===== config.mk =====
export PLATFORM = sky130hd
export DESIGN_NAME = pipelined_adder
export DESIGN_NICKNAME = d
export VERILOG_FILES = /design/src/rtl/pipelined_adder.sv
export SDC_FILE = /design/constraint.sdc
export NUM_CORES = 1
export LEC_CHECK = 0
export BUFFER_PORTS_ARGS = -buffer_cell sky130_fd_sc_hd__buf_2
export CORE_ASPECT_RATIO = 0.5
export CORE_UTILIZATION = 59
export DETAILED_ROUTE_END_ITERATION = 12
export GPL_TIMING_DRIVEN = 0
export PLACE_DENSITY = 0.86
export SETUP_SLACK_MARGIN = 0.5
export SLEW_MARGIN = 5
export SYNTH_ARGS = -nofsm -noshare
export SYNTH_HDL_FRONTEND = slang
export SYNTH_SLANG_ARGS = --single-unit

===== constraint.sdc =====
create_clock -name Clk -period 5.4 [get_ports Clk]
set_input_delay 0.27 -clock Clk [delete_from_list [all_inputs] [get_ports Clk]]
set_output_delay 0.27 -clock Clk [all_outputs]
set_load 0.02 [all_outputs]

===== src/rtl/pipelined_adder.sv =====
// Pipelined WIDTH-bit adder/subtractor: the carry chain is cut into STAGES registered
// chunks with a valid/ready handshake on both sides; carry, signed overflow and zero flags.
module pipelined_adder #(
    parameter int WIDTH  = 32,
    parameter int STAGES = 2
) (
    input  logic             Clk,
    input  logic             Reset,
    input  logic             InValid,
    output logic             InReady,
    input  logic [WIDTH-1:0] InputA,
    input  logic [WIDTH-1:0] InputB,
    input  logic             Sub,
    output logic             OutValid,
    input  logic             OutReady,
    output logic [WIDTH-1:0] AddResult,
    output logic             CarryOut,
    output logic             Overflow,
    output logic             Zero
);

    localparam int CHUNK = WIDTH / STAGES;

    logic              adv;
    logic              accept;
    logic [STAGES-1:0] valid_q, valid_d;
    logic [STAGES-1:0] carry_q, carry_d;
    logic [WIDTH-1:0]  opa_q [STAGES];
    logic [WIDTH-1:0]  opa_d [STAGES];
    logic [WIDTH-1:0]  opb_q [STAGES];
    logic [WIDTH-1:0]  opb_d [STAGES];
    logic [WIDTH-1:0]  sum_q [STAGES];
    logic [WIDTH-1:0]  sum_d [STAGES];
    logic              ovf_q, ovf_d;
    logic              zero_q, zero_d;

    assign adv     = !valid_q[STAGES-1] || OutReady;
    assign InReady = adv && !Reset;
    assign accept  = InValid && InReady;

    // Each stage resolves one chunk; operands travel whole so later stages see their chunk.
    generate
        for (genvar gi = 0; gi < STAGES; gi++) begin : g_stage
            logic [WIDTH-1:0] a_src;
            logic [WIDTH-1:0] b_src;
            logic [WIDTH-1:0] sum_src;
            logic [WIDTH-1:0] sum_new;
            logic             c_src;
            logic             v_src;
            logic [CHUNK:0]   chunk_sum;

            if (gi == 0) begin : g_first
                assign a_src   = InputA;
                assign b_src   = Sub ? ~InputB : InputB;
                assign sum_src = '0;
                assign c_src   = Sub;
                assign v_src   = accept;
            end else begin : g_next
                assign a_src   = opa_q[gi-1];
                assign b_src   = opb_q[gi-1];
                assign sum_src = sum_q[gi-1];
                assign c_src   = carry_q[gi-1];
                assign v_src   = valid_q[gi-1];
            end

            assign chunk_sum = {1'b0, a_src[gi*CHUNK +: CHUNK]}
                             + {1'b0, b_src[gi*CHUNK +: CHUNK]}
                             + {{CHUNK{1'b0}}, c_src};

            always_comb begin
                sum_new = sum_src;
                sum_new[gi*CHUNK +: CHUNK] = chunk_sum[CHUNK-1:0];
            end

            assign opa_d[gi]   = a_src;
            assign opb_d[gi]   = b_src;
            assign sum_d[gi]   = sum_new;
            assign carry_d[gi] = chunk_sum[CHUNK];
            assign valid_d[gi] = v_src;

            if (gi == STAGES - 1) begin : g_flags
                assign ovf_d  = (a_src[WIDTH-1] == b_src[WIDTH-1]) &&
                                (sum_new[WIDTH-1] != a_src[WIDTH-1]);
                assign zero_d = (sum_new == '0);
            end
        end
    endgenerate

    // Bubbles advance the valid bits but leave data untouched, so outputs hold after a drain.
    always_ff @(posedge Clk) begin
        if (Reset) begin
            valid_q <= '0;
            carry_q <= '0;
            ovf_q   <= 1'b0;
            zero_q  <= 1'b0;
            for (int k = 0; k < STAGES; k++) begin
                opa_q[k] <= '0;
                opb_q[k] <= '0;
                sum_q[k] <= '0;
            end
        end else if (adv) begin
            valid_q <= valid_d;
            for (int k = 0; k < STAGES; k++) begin
                if (valid_d[k]) begin
                    opa_q[k]   <= opa_d[k];
                    opb_q[k]   <= opb_d[k];
                    sum_q[k]   <= sum_d[k];
                    carry_q[k] <= carry_d[k];
                end
            end
            if (valid_d[STAGES-1]) begin
                ovf_q  <= ovf_d;
                zero_q <= zero_d;
            end
        end
    end

    assign OutValid  = valid_q[STAGES-1];
    assign AddResult = sum_q[STAGES-1];
    assign CarryOut  = carry_q[STAGES-1];
    assign Overflow  = ovf_q;
    assign Zero      = zero_q;

endmodule


# Word-level counts from Yosys, hierarchy flattened

Memory sizes are Yosys's and may differ from the RTL's.
Cells that the tools add are included.

Bits in registers: 6
Latch bits: 0
Memory bits (writable): 192
ROM bits: 0
Input port bits: 69
Output and inout port bits: 37
Logic and storage cells: 47
Memories: 3

Add/subtract/negate cells: 4
Multiply operators: 0
Divide/modulo/power cells: 0
$lt $le $gt $ge: 0
Eq/ne operators: 2
Shift operators: 0
Multiplexer cells: 17
Bitwise operators: 7
Reductions and logical operators: 9

Memory list:

| memory | words | bits a word | read ports | clocked after Yosys merged registers in | wr ports | line | source |
|---|---|---|---|---|---|---|---|
| opa_q  | 2     | 32          | 1          | 0                                       | 2        | 28   | `logic [WIDTH-1:0] opa_q [STAGES];` |
| opb_q  | 2     | 32          | 1          | 0                                       | 2        | 30   | `logic [WIDTH-1:0] opb_q [STAGES];` |
| sum_q  | 2     | 32          | 2          | 0                                       | 2        | 32   | `logic [WIDTH-1:0] sum_q [STAGES];` |

Operator list:

| kind                                      | count |
|---|---|
| 32-bit two-way mux                        | 7 |
| 16-bit by 16-bit adder with 17-bit output | 2 |
| 17-bit by 1-bit adder with 17-bit output  | 2 |
| 32-bit logical NOT                        | 1 |
| 32-bit inverter                           | 1 |
| 1-bit two-way mux                         | 10 |
| 1-bit bitwise OR                          | 6 |
| 2-bit AND reduction                       | 2 |
| 1-bit logical AND                         | 3 |
| 1-bit logical NOT                         | 2 |
| 1-bit equality test                       | 1 |
| 1-bit logical OR                          | 1 |
| 1-bit != test                             | 1 |

# Logic depth before layout (Yosys ltp)

Word-level depth: 9
Depth in mapped cells: 11
Mapped depth without buffers: 9

# Worst setup path after synthesis

No wires, ideal clock.

Kind: input port to flip-flop
Start: in Sub
End: reg carry_q[0]
Setup time: 0.134 ns
Data arrival time: 2.802 ns
Data required time: 5.266 ns
Slack: 2.463 ns
Cell stages on the path: 11
Path through: clkbuf_1 buf_1 xor2_1 fa_1 a21oi_1 o21bai_4 a211oi_2 o21a_1 o41ai_2 a2111oi_1 nor4_2

Longest elaborated chain between the ends: 3

Ends and longest elaborated chain:

| element                                      | line | source |
|---|---|---|
| start: declaration                           | 13   | `input logic Sub,` |
| 32-bit two-way mux                           | 54   | `assign b_src = Sub ? ~InputB : InputB;` |
| 16-bit by 16-bit adder with 17-bit output    | 67   | `+ {1'b0, b_src[gi*CHUNK +: CHUNK]}` |
| 17-bit by 1-bit adder with 17-bit output (*) | 68   | `+ {{CHUNK{1'b0}}, c_src};` |
| end signal: indexed assignment               | 108  | `carry_q[k] <= carry_d[k];` |
| end: declaration                             | 27   | `logic [STAGES-1:0] carry_q, carry_d;` |

Mark *: on every way between the ends. The rest lies on a longest branch, timed or not.
A chain may end at the register's enable or synchronous reset.

# Worst setup path in the final report

Same ends and word-level chain as after synthesis.

==> key figures <==
Status
  • Outcome: finished clean

Logic synthesis
  • Mean Syn Cell Area: approximately 11 um^2
  • Top cells by count, synth: edfxtp_1 (80), nor2_1 (66), and2_1 (40), ha_1 (30), xnor2_1 (30)
  • Ys flop type: edfxtp_1
  • Top cell type's share of synthesized area: 0.487
  • Register area share after synthesis: 0.511
  • Largest family of logic cells by synthesized area: simple AND/OR/NAND/NOR gates
  • Ranking of synthesized cells by area: edfxtp_1 (49%), ha_1 (7.6%), xnor2_1 (5.3%)
  • Synthesized area: about 4900 um^2
  • Simple-gate share of the synthesized area: 0.170
  • Synth Register Bits: 86
  • Cell type with the largest total area after synthesis: edfxtp_1
  • Number of synthesized flops with an enable pin: 80
  • Adder-cell share of the synthesized area: 0.0883
  • Synth Net Count: 540
  • Most instantiated library cell after synthesis: edfxtp_1
  • Ys async rst share: 0
  • Post-synthesis cell count: about 440
  • Xor/xnor share of the synthesized area: 0.0994
  • Compound-Gate Fraction of Synth Area: 0.111
  • Post-synthesis mux area share: 0.00431
  • Distinct cells, synth: 54
  • Synth Warn #: 0

Critical path
  • Buf+Inv Stages, Crit Path: 2
  • Slowest cell on the critical path: buf_1
  • Crit path max-delay family: compound AO/OA/AOI/OAI gates
  • Worst EP required: 5.61 ns
  • Crit Path Class: input pin to flip-flop
  • Crit-path cells: clkbuf_1 -> buf_1 -> xor2_1 -> fa_1 -> a21oi_1 -> o21bai_4 -> a211oi_2 -> o21a_1 -> o41ai_2 -> a2111oi_1 -> nor4_2
  • CP Capture Type: flip-flop
  • Crit path arrival time: 3.37 ns
  • Crit Path Max Fanout: 10
  • Critical path startpoint category: input pin
  • Slowest stage delay, CP: 0.60 ns

Pwr
  • Reg power frac: 0.417
  • Net Sw Power: ~0.55 mW
  • Maximum VDD drop: 197 uV
  • Static leakage: around 2.5 nW
  • Total power: about 2.0 mW
  • Sw frac: 0.276
  • Internal power: roughly 1.4 mW
  • Cell Pwr Density: 336 nW/um^2
  • Clk pwr share: 0.354
  • Combinational Power Share: 0.230

CTS
  • Clk buf depth: 2
  • Clk pin slew, worst setup/hold paths: 0.06 ns
  • Cts hold-fix bufs: 0
  • H-tree Lvls: 3
  • Clock latency on the worst-skew pair: 0.34 ns
  • CTS Sinks: between 80 and 90
  • Setup bufs post-CTS: 0
  • CTS Buf Count: 9
  • PostCTS Resize Cnt: 0
  • Root buffer cell: clkbuf_16
  • CTS tree: done

Route
  • Routed Wire Length: around 11 mm
  • Residual DRC count: 0
  • Wirelength per Cell: 15.7 um
  • Initial drt markers: 291
  • Vias per cell: about 5.5
  • DRT Pass-1 Iters: 5
  • Routed vias: between 3,000 and 4,000
  • Final ANT Viol Nets: 0

Final layout
  • Layout Cells excl Fill: 670
  • Share of cells above drive strength 1: 0.233
  • Area Overhead vs Synth: 20.8%
  • Final nets: 655
  • Multi-input gate area: between 2000 and 2500 um^2
  • Seq. cell area: 2520 um^2
  • N_diodes: 0
  • Layout fillers: between 500 and 600

STA
  • Highest clock rate: 0.317 GHz
  • Fin. Hold Viols: 0
  • Worst slew margin: 0.470
  • Clk_skew: about 0.0075 ns
  • Setup-failing EPs final: 0
  • Period utilization: 0.585
  • Final Max Slew Viols: 0
  • Final min period: between 3 and 4 ns
  • Slew @ Worst Pin: just under 0.8 ns
  • Final WS setup: 2.24 ns
  • Final TNS setup: 0 ns
  • RSZ-0062 raised after global routing: false

Floorplan
  • Die height: between 60 and 70 um
  • I/O Pins: between 100 and 150
  • Die ar.: 8750 um^2
  • CORE AREA: approximately 8100 um^2
  • Die W: roughly 130 um
  • Initial Utilization: 0.612
  • Num rows: 23

Flow run
  • Max Cap Viol: 0

Global route
  • Total GRT Usage: 0.248
  • Vias in the first global route: around 3,300
  • GRT overflow: 0
  • Global-route wire length before repair: roughly 16 mm
  • Largest net degree at the start of global routing: 34
  • Initial antenna violation count: 0

Placement
  • DP HPWL: ~7.5 mm
  • Dpl cells: roughly 650
  • Buffers on Ports: ~100
  • Gpl congestion: 0.879
  • Pre-CTS WS: 1.87 ns

Hold path
  • Worst min path class: input pin to flip-flop
## through the flow
stage	area, um^2	utilization	hold WS, ns
after floorplan	4930	-	0.468
final	5960	0.740	0.206
after detailed placement	5610	0.697	0.493
after global placement	5590	0.693	0.472
after global routing	5960	0.740	0.210
after CTS	5960	0.740	0.199
## placed cells by master, fill, tap and decap left out, drive strengths merged, types with 4 or more instances in the layout
cell type / Yosys / final
a211oi: 7 / 7
nand2b: 4 / 4
xnor2: 30 / 30
a21o: 5 / 5
or3: 5 / 5
nand2: 11 / 11
nor2: 66 / 66
inv: 5 / 6
buf: 2 / 106
o21ai: 13 / 13
ha: 30 / 30
clkbuf: 14 / 23
nand3: 5 / 5
and2: 40 / 40
dfxtp: 6 / 6
a21oi: 15 / 15
edfxtp: 80 / 80
nand4: 4 / 4
nor4: 8 / 8
o21a: 7 / 7
xor2: 26 / 26
nor3: 10 / 10
## path summary, 6_finish.rpt
path,startpoint,to,slack (ns),cells after the start
max,Sub,carry_q[0],2.24,11
min,InputA[26],opa_q[0][26],0.21,2
max reg2reg,opa_q[0][16],Zero,2.42,9
min reg2reg,Zero,Zero,0.50,2
## logic make-up after synthesis
| family | after synthesis |
|---|---|
| compound gates | 75 |
| xor+xnor | 56 |
| fa+ha+maj | 33 |
| buf+inv | 21 |
| flops | 86 |
| mux | 2 |
| simple gates | 165 |
## sequential cells by signal, summed over array words and instances (netlist names)
register / flops
Overflow: 1
sum_q: 48
Zero: 1
valid_q: 2
opa_q: 16
carry_q: 2
opb_q: 16
## power by group through the flow
stage | clock (mW) | combinational [mW] | sequential [mW]
floorplan | 0 | 0.293 | 0.877
global placement | 0 | 0.436 | 0.845
detailed placement | 0 | 0.450 | 0.847
CTS | 0.709 | 0.458 | 0.835
global route | 0.737 | 0.508 | 0.840
finish | 0.708 | 0.459 | 0.835
## per-layer routing
layer,up-vias,part of all wire,GRT usage
met1,1704,0.43,0.305
met4,0,0.026,0.109
met2,124,0.49,0.434
li1,1826,-,-
met5,-,0,0
met3,22,0.054,0.0502
## cell type report
type / count / area share
plain buffers: 16 / 0.0101
well taps: 112 / 0.0235
flip-flops and latches: 86 / 0.423
clock buffers: 9 / 0.0378
inverters: 5 / 0.00315
clock inverters: 7 / 0.0204
repair buffers: 104 / 0.0899
multi-input cells: 331 / 0.392
Note: power is estimated with default switching activity, not from simulation.
